$ cat src/rtl/demux_1to2_buf_if.sv
// Handshake bundle for demux_1to2_buf: one producer stream in, two consumer streams out.
// With DEMUX_STAT_EN defined the bundle also carries the per-channel pop counters.
interface demux_1to2_buf_if #(
   parameter int unsigned size = 32
);
   logic [size-1:0] data_i;
   logic            select_i;
   logic            valid_i;
   logic            ready_o;

   logic [size-1:0] data0_o;
   logic            valid0_o;
   logic            ready0_i;

   logic [size-1:0] data1_o;
   logic            valid1_o;
   logic            ready1_i;

`ifdef DEMUX_STAT_EN
   logic [7:0]      pop0_cnt_o;
   logic [7:0]      pop1_cnt_o;
`endif

   // Demux side
   modport slave (
      input  data_i, select_i, valid_i, ready0_i, ready1_i,
      output ready_o, data0_o, valid0_o, data1_o, valid1_o
`ifdef DEMUX_STAT_EN
      , output pop0_cnt_o, pop1_cnt_o
`endif
   );

   // Producer/consumer side
   modport master (
      output data_i, select_i, valid_i, ready0_i, ready1_i,
      input  ready_o, data0_o, valid0_o, data1_o, valid1_o
`ifdef DEMUX_STAT_EN
      , input pop0_cnt_o, pop1_cnt_o
`endif
   );
endinterface

$ cat src/rtl/demux_1to2_buf.sv
// Sequential 1-to-2 demux: steers a valid/ready stream into one of two 2-entry FIFOs.
// Optional feature macro DEMUX_STAT_EN adds saturating 8-bit pop counters per channel.
module demux_1to2_buf #(
   parameter int unsigned size = 32
) (
   input logic             clk_i,
   input logic             rst_i,
   demux_1to2_buf_if.slave bus
);
   localparam int unsigned NCH   = 2;
   localparam int unsigned DEPTH = 2;
   localparam int unsigned CNT_W = 2;
   localparam logic [CNT_W-1:0] CNT_FULL = CNT_W'(DEPTH);

   logic [size-1:0]  mem    [NCH][DEPTH];
   logic             wr_ptr [NCH];
   logic             rd_ptr [NCH];
   logic [CNT_W-1:0] cnt    [NCH];

   logic [NCH-1:0]   full_c;
   logic [NCH-1:0]   valid_c;
   logic [NCH-1:0]   rdy_c;
   logic [NCH-1:0]   push_c;
   logic [NCH-1:0]   pop_c;
   logic             ready_c;

   // Acceptance uses the occupancy at the edge only; a same-cycle pop never frees a full FIFO.
   always_comb begin
      full_c  = '0;
      valid_c = '0;
      push_c  = '0;
      rdy_c   = {bus.ready1_i, bus.ready0_i};
      for (int ch = 0; ch < NCH; ch++) begin
         full_c[ch]  = (cnt[ch] == CNT_FULL);
         valid_c[ch] = (cnt[ch] != '0);
      end
      ready_c = bus.select_i ? !full_c[1] : !full_c[0];
      if (bus.valid_i && ready_c) begin
         push_c[bus.select_i] = 1'b1;
      end
      pop_c = valid_c & rdy_c;
   end

   // FIFO storage, pointers and occupancy; both channels update independently.
   always_ff @(posedge clk_i or negedge rst_i) begin
      if (!rst_i) begin
         for (int ch = 0; ch < NCH; ch++) begin
            wr_ptr[ch] <= 1'b0;
            rd_ptr[ch] <= 1'b0;
            cnt[ch]    <= '0;
            for (int e = 0; e < DEPTH; e++) begin
               mem[ch][e] <= '0;
            end
         end
      end else begin
         for (int ch = 0; ch < NCH; ch++) begin
            if (push_c[ch]) begin
               mem[ch][wr_ptr[ch]] <= bus.data_i;
               wr_ptr[ch]          <= ~wr_ptr[ch];
            end
            if (pop_c[ch]) begin
               rd_ptr[ch] <= ~rd_ptr[ch];
            end
            case ({push_c[ch], pop_c[ch]})
               2'b10:   cnt[ch] <= cnt[ch] + CNT_W'(1);
               2'b01:   cnt[ch] <= cnt[ch] - CNT_W'(1);
               default: cnt[ch] <= cnt[ch];
            endcase
         end
      end
   end

   assign bus.ready_o  = ready_c;
   assign bus.data0_o  = mem[0][rd_ptr[0]];
   assign bus.valid0_o = valid_c[0];
   assign bus.data1_o  = mem[1][rd_ptr[1]];
   assign bus.valid1_o = valid_c[1];

`ifdef DEMUX_STAT_EN
   localparam int unsigned STAT_W = 8;

   logic [STAT_W-1:0] pop_cnt [NCH];

   // Completed-pop counters, saturating instead of wrapping.
   always_ff @(posedge clk_i or negedge rst_i) begin
      if (!rst_i) begin
         for (int ch = 0; ch < NCH; ch++) begin
            pop_cnt[ch] <= '0;
         end
      end else begin
         for (int ch = 0; ch < NCH; ch++) begin
            if (pop_c[ch] && (pop_cnt[ch] != '1)) begin
               pop_cnt[ch] <= pop_cnt[ch] + STAT_W'(1);
            end
         end
      end
   end

   assign bus.pop0_cnt_o = pop_cnt[0];
   assign bus.pop1_cnt_o = pop_cnt[1];
`endif

`ifndef SYNTHESIS
   for (genvar g = 0; g < NCH; g++) begin : g_chk
      a_cnt_range:   assert property (@(posedge clk_i) disable iff (!rst_i) cnt[g] <= CNT_FULL);
      a_no_overflow: assert property (@(posedge clk_i) disable iff (!rst_i) !(push_c[g] && full_c[g]));
   end
`endif

endmodule

$ cat src/flat_wrapper.sv
// flat-port wrapper written by rule: the top's interface ports become plain ports
module demux_1to2_buf_flat 
#(
   parameter int unsigned size = 32
)
  (clk_i, rst_i, bus_data_i, bus_select_i, bus_valid_i, bus_ready0_i, bus_ready1_i, bus_ready_o, bus_data0_o, bus_valid0_o, bus_data1_o, bus_valid1_o);
  demux_1to2_buf_if #(.size(size)) bus_i ();
  input logic clk_i;
  input logic rst_i;
  input wire logic [$bits(bus_i.data_i)-1:0] bus_data_i;
  input wire logic [$bits(bus_i.select_i)-1:0] bus_select_i;
  input wire logic [$bits(bus_i.valid_i)-1:0] bus_valid_i;
  input wire logic [$bits(bus_i.ready0_i)-1:0] bus_ready0_i;
  input wire logic [$bits(bus_i.ready1_i)-1:0] bus_ready1_i;
  output wire logic [$bits(bus_i.ready_o)-1:0] bus_ready_o;
  output wire logic [$bits(bus_i.data0_o)-1:0] bus_data0_o;
  output wire logic [$bits(bus_i.valid0_o)-1:0] bus_valid0_o;
  output wire logic [$bits(bus_i.data1_o)-1:0] bus_data1_o;
  output wire logic [$bits(bus_i.valid1_o)-1:0] bus_valid1_o;
  assign bus_i.data_i = bus_data_i;
  assign bus_i.select_i = bus_select_i;
  assign bus_i.valid_i = bus_valid_i;
  assign bus_i.ready0_i = bus_ready0_i;
  assign bus_i.ready1_i = bus_ready1_i;
  assign bus_ready_o = bus_i.ready_o;
  assign bus_data0_o = bus_i.data0_o;
  assign bus_valid0_o = bus_i.valid0_o;
  assign bus_data1_o = bus_i.data1_o;
  assign bus_valid1_o = bus_i.valid1_o;
  demux_1to2_buf #(.size(size)) u_core (.clk_i(clk_i), .rst_i(rst_i), .bus(bus_i));
endmodule
$ cat config.mk
export PLATFORM = sky130hd
export DESIGN_NAME = demux_1to2_buf_flat
export DESIGN_NICKNAME = d
export VERILOG_FILES = /design/src/rtl/demux_1to2_buf_if.sv /design/src/rtl/demux_1to2_buf.sv /design/src/flat_wrapper.sv
export SDC_FILE = /design/constraint.sdc
export NUM_CORES = 1
export LEC_CHECK = 0
export CORE_MARGIN = 2
export CORE_UTILIZATION = 35
export DETAILED_ROUTE_END_ITERATION = 16
export PLACE_DENSITY = 0.68
export SYNTH_ARGS = -nofsm -noshare
export SYNTH_HDL_FRONTEND = slang
export SYNTH_SLANG_ARGS = --single-unit
$ cat constraint.sdc
create_clock -name clk_i -period 1.8 [get_ports clk_i]
set_clock_uncertainty 0.2 [all_clocks]
set_input_delay 0.54 -clock clk_i [delete_from_list [all_inputs] [get_ports clk_i]]
set_output_delay 0.54 -clock clk_i [all_outputs]
set_load 0.02 [all_outputs]
# After elaboration in Yosys (flattened, before gate mapping)
# Cells that the tools add are included.
[classes] n_addsub=4 mul=0 n_div=0 magnitude_cmp=8 eq_ne=6 shift=0 n_mux=18 n_bitwise=9 reduce_logical=10
[op_table] operator="2-to-1 mux 32 bit" n=8
[op_table] operator="bitwise mux 64 bit" n=2
[op_table] operator="demux 32 bit (select 1 bit)" n=2
[op_table] operator="equality test 2 bit (second input constant)" n=4
[op_table] operator="greater-or-equal comparator 2 bit (second input constant)" n=4
[op_table] operator="NOT 1 -> 2 bit" n=4
[op_table] operator="case mux 2 bit (2 select lines)" n=2
[op_table] operator="nonzero test 2 bit" n=4
[op_table] operator="adder 2 x 1 -> 2 bit (second input constant)" n=2
[op_table] operator="equality test 2 x 1 -> 1 bit (second input constant)" n=2
[op_table] operator="logical AND 1 bit" n=4
[op_table] operator="< comparator 2 x 1 -> 1 bit (second input constant)" n=2
[op_table] operator="NOT 1 bit" n=4
[op_table] operator="subtractor 2 x 1 -> 2 bit (second input constant)" n=2
[op_table] operator="bitwise AND 2 bit" n=1
[op_table] operator="zero test 1 bit" n=2
[op_table] operator="< comparator 1 x 2 -> 1 bit (second input constant)" n=1
[op_table] operator="2-to-1 mux 1 bit" n=2
[op_table] operator="2-to-1 mux 2 bit" n=1
[op_table] operator="demux 1 bit (select 1 bit)" n=1
[op_table] operator="greater-or-equal comparator 1 bit (second input constant)" n=1
[word_totals] regBits=136 latch_bits=0 mem_bits_rw=0 rom_bits=0 inputBits=38 output_inout_bits=67 n_memories=0

# Depth between registers and ports, before layout
[logic_depth] word_depth=7 ltp_mapped=6

# Worst setup path after synthesis
# No wires, ideal clock.
[synth_path] kind="reg-to-output" from="reg u_core.rd_ptr[1] in the netlist's numbering" to="out bus_data0_o[0]" t_arrival_ns=1.134 t_required_ns=1.060 path_slack_ns=-0.074 stages_incl_launch_ff=4 path_buffers=2 path_cell_list="dfrtp_1 > clkbuf_1 > buf_2 > mux2_2"
[synth_via] elab_chain_cells=4
[synth_lines] element="start, declared" line_no="demux_1to2_buf.sv:17" text="logic rd_ptr [NCH];"
[synth_lines] element="start signal, assigned by index" line_no="demux_1to2_buf.sv:62" text="rd_ptr[ch] <= ~rd_ptr[ch];"
[synth_lines] element="NOT 1 -> 2 bit (not written as such)" line_no="demux_1to2_buf.sv:74" text="assign bus.data0_o = mem[0][rd_ptr[0]];"
[synth_lines] element="2-to-1 mux 32 bit (not written as such) (3 in series)" line_no="demux_1to2_buf.sv:74"
[synth_lines] element="end, declared" line_no="flat_wrapper.sv:16" text="output wire logic [$bits(bus_i.data0_o)-1:0] bus_data0_o;"
# Every way passes these cells. The select of a mux whose other input is x is not followed.

# Worst setup path in the final report
[layout_path] from="reg u_core.rd_ptr[0] in the netlist's numbering" to="out bus_data1_o[14]"
[layout_via] elab_chain_cells=4
[layout_lines] element="NOT 1 -> 2 bit (not written as such)" line_no="demux_1to2_buf.sv:76" text="assign bus.data1_o = mem[1][rd_ptr[1]];"
[layout_lines] element="2-to-1 mux 32 bit (not written as such) (3 in series)" line_no="demux_1to2_buf.sv:76"
[layout_lines] element="end, declared" line_no="flat_wrapper.sv:18" text="output wire logic [$bits(bus_i.data1_o)-1:0] bus_data1_o;"
# Every way passes these cells. The select of a mux whose other input is x is not followed.

==> reports/metrics.csv <==
stage;metric;value;unit
final_layout;n_antenna_cell;0;
timing;layout_setup_ws;-0.548;ns
floorplanning;fp.dieW;134;microns
clock_tree;cts_tree;done;
global_routing;grt_pass1_vias;4247;
final_layout;design_area;0.00905;sq mm
logic_synthesis;syn_area;0.00596;sq mm
clock_tree;cts_buffer_depth;2;
hold_path;holdPathStages;1;
floorplanning;pin_count;105;
timing;finalHoldViolations;0;
worst_setup_path;crit_fanout;16;
power;swShare;0.332;
route;viasPerCell;4.83;
clock_tree;cts_sinks;136;
run_status;outcome;finished, violations left;
route;first_pass_iters;4;
global_routing;antenna_found_initial;0;
final_layout;drive_gt1_frac;0.671;
clock_tree;cts.clk_slew.worst_paths;0.06;ns
place;io_buffers;104;
power;power_density;2140;mW/mm^2
clock_tree;cts_root_buf;clkbuf_16;
timing;timing.fmax;426;MHz
timing;fin_crit;2.35;ns
power;p_leak;4.15;nW
route;vias;3824;
route;drc;0;
worst_setup_path;crit_path_cell_trace;buf_12, buf_4, mux2_2, clkbuf_2;
final_layout;area_delta_synth_final;51.9;%
worst_setup_path;cp_slowest_cell;dfrtp_2;
power;ir_drop;1.04;mV
flow_run;maxCapViolations;0;
timing;max_slew.worst_pin.slew;0.363;ns
global_routing;grt_overflow;0;
place;postPlaceCellArea;0.00748;sq mm
logic_synthesis;synth_nets;419;
route;detail-route-antenna-nets;0;
timing;setup_tns;-38.37;ns
floorplanning;die_area;0.0181;sq mm
place;routabilityCongestion;0.699;
worst_setup_path;max_stage_delay;0.41;ns
logic_synthesis;ys_seq_area_frac;0.571;
logic_synthesis;ys_types;24;
floorplanning;start_util;0.358;
route;finalWirelength;15500;microns
run_status;violations;negative setup slack;
clock_tree;ctsHtreeMaxLevel;4;
worst_setup_path;required;1.06;ns
power;share_comb_of_total_power;0.525;
power;p_switching;6.42;mW
route;drt_first_iter_violations;115;
logic_synthesis;syn_area_per_cell;15.7;sq um
timing;finalSetupViolations;149;
route;wl_per_cell;19.6;microns
worst_setup_path;endpoint_kind;output port;
power;internal_power;12.9;mW
global_routing;grt_max_degree;61;
power;p_clk_frac;0.189;
worst_setup_path;critPathKind;reg2out;
final_layout;n_fill_cell;1299;
global_routing;grt_pass1_wl;23900;microns
timing;relSlewSlack;0.758;
clock_tree;cts_made_buffers;17;
logic_synthesis;synth_warnings;0;
logic_synthesis;synthCells;379;
timing;min_period_over_period;1.30;
timing;drv_slew;0;
worst_setup_path;reg2reg_depth;8;
final_layout;num-nets-final;598;
logic_synthesis;ys_ff_latch;136;
worst_setup_path;cp-start-kind;flip-flop;
hold_path;hold_class;reg2reg;
timing;rsz0062_at_grt;true;
place;dp_hpwl;8640;microns
final_layout;final_cell_count_no_fill;791;
worst_setup_path;critPathArrivalTime;1.61;ns
clock_tree;clkLatencyLatePin;0.41;ns
place;post-place-cells;706;
floorplanning;row_count;47;
floorplanning;fp.dieH;134;microns
global_routing;grt_usage;0.175;
power;seq_power_share;0.286;
floorplanning;core;0.0166;sq mm
-- timing repair --
item	CTS	global route
hold buffers	1	0
endpoints found under the setup margin	165	185
cloned	7	2
pin swaps	4	2
hold endpoints to repair	16	0
resized for setup	239	219
setup buffers	15	34
-- synth_stat cells (all sizes together) --
cell,number,area [sq um]
ha,2,25.0
and4bb,1,12.5
nor2,3,11.3
nor3,1,10.0
dfrtp,136,3400
a21oi,1,5.00
nor2b,1,6.26
xor2,4,35.0
and2,2,12.5
nand2b,2,20.0
nand3b,1,7.51
xnor2,6,52.6
mux2,192,2160
clkbuf,2,7.51
or2,2,12.5
nand4,1,12.5
nand2,1,3.75
buf,19,140
nand3,1,5.00
nand4b,1,15.0
-- cell families (layout without fill, tap and decap cells) --
logic type / after synthesis / in the layout / synth area share
AO/OA/AOI/OAI: 1 / 1 / 0.000839
XOR/XNOR: 10 / 10 / 0.0147
adder cells (fa/ha/maj): 2 / 2 / 0.00420
buffers and inverters: 21 / 213 / 0.0248
flip-flops: 136 / 136 / 0.571
multiplexers: 192 / 192 / 0.363
AND/OR/NAND/NOR: 17 / 17 / 0.0216
-- sequential cells by signal (all words and copies together) (netlist names) --
signal         count
u_core.cnt         4
u_core.mem       128
u_core.rd_ptr      2
u_core.wr_ptr      2
-- layer usage --
| metal | global-route usage | wire length [microns] |
|---|---|---|
| met1 | 0.216 | 6780 |
| met2 | 0.300 | 8120 |
| met3 | 0.0458 | 479 |
| met4 | 0.0520 | 163 |
| met5 | 0 | 0 |
-- critical path: cells and delay by family, from the launching register on --
| family | cells | cell delay, ns |
|---|---|---|
| mux | 1 | 0.34 |
| flops | 1 | 0.41 |
| buf+inv | 3 | 0.44 |
-- layout make-up --
cell class | instances | area (sq um) | share of cell area
clock buffers | 20 | 447 | 0.0493
clock inverters | 12 | 174 | 0.0192
multi-input cells | 222 | 2850 | 0.314
flip-flops and latches | 136 | 3410 | 0.376
well taps | 220 | 275 | 0.0304
repair buffers | 181 | 1900 | 0.210
-- path summary, 6_finish.rpt --
check                      slack, ns              end        startpoint
max                            -0.55  bus_data1_o[14]  u_core.rd_ptr[0]
min                             0.30    u_core.mem[7]     u_core.mem[7]
max reg2reg                    -0.19   u_core.mem[42]     u_core.cnt[1]
min reg2reg                     0.30    u_core.mem[7]     u_core.mem[7]
max in group asynchronous       0.49   u_core.mem[65]             rst_i
min in group asynchronous       0.32    u_core.cnt[1]             rst_i
-- power by group through the flow --
stage	Combinational (mW)	Sequential [mW]	Clock (mW)
after detailed placement	8.43	5.48	0
after CTS	8.66	5.46	3.75
after floorplan	5.17	5.18	0
after global placement	8.29	5.34	0
final	10.2	5.54	3.66
after global routing	10.7	5.74	3.92
-- stage by stage --
step	hold WS, ns	worst slack (ns)	total power, mW	util
global placement	0.188	-0.763	13.6	0.450
detailed placement	0.192	-0.776	13.9	0.450
CTS	0.299	-0.679	17.9	0.516
finish	0.299	-0.548	19.4	0.544
global route	0.308	-0.600	20.3	0.544
floorplan	0.0444	0.00249	10.4	-
-- cell usage in the layout (no fill, tap or decap), drive strengths merged, types with 3 or more instances in the layout --
cell type	synthesis	layout
clkbuf	2	31
buf	19	133
mux2	192	192
clkinv	0	3
xor2	4	4
clkdlybuf4s50	0	34
bufinv	0	4
nor2	3	3
dfrtp	136	136
clkinvlp	0	4
xnor2	6	6
(Power assumes the default switching activity.)
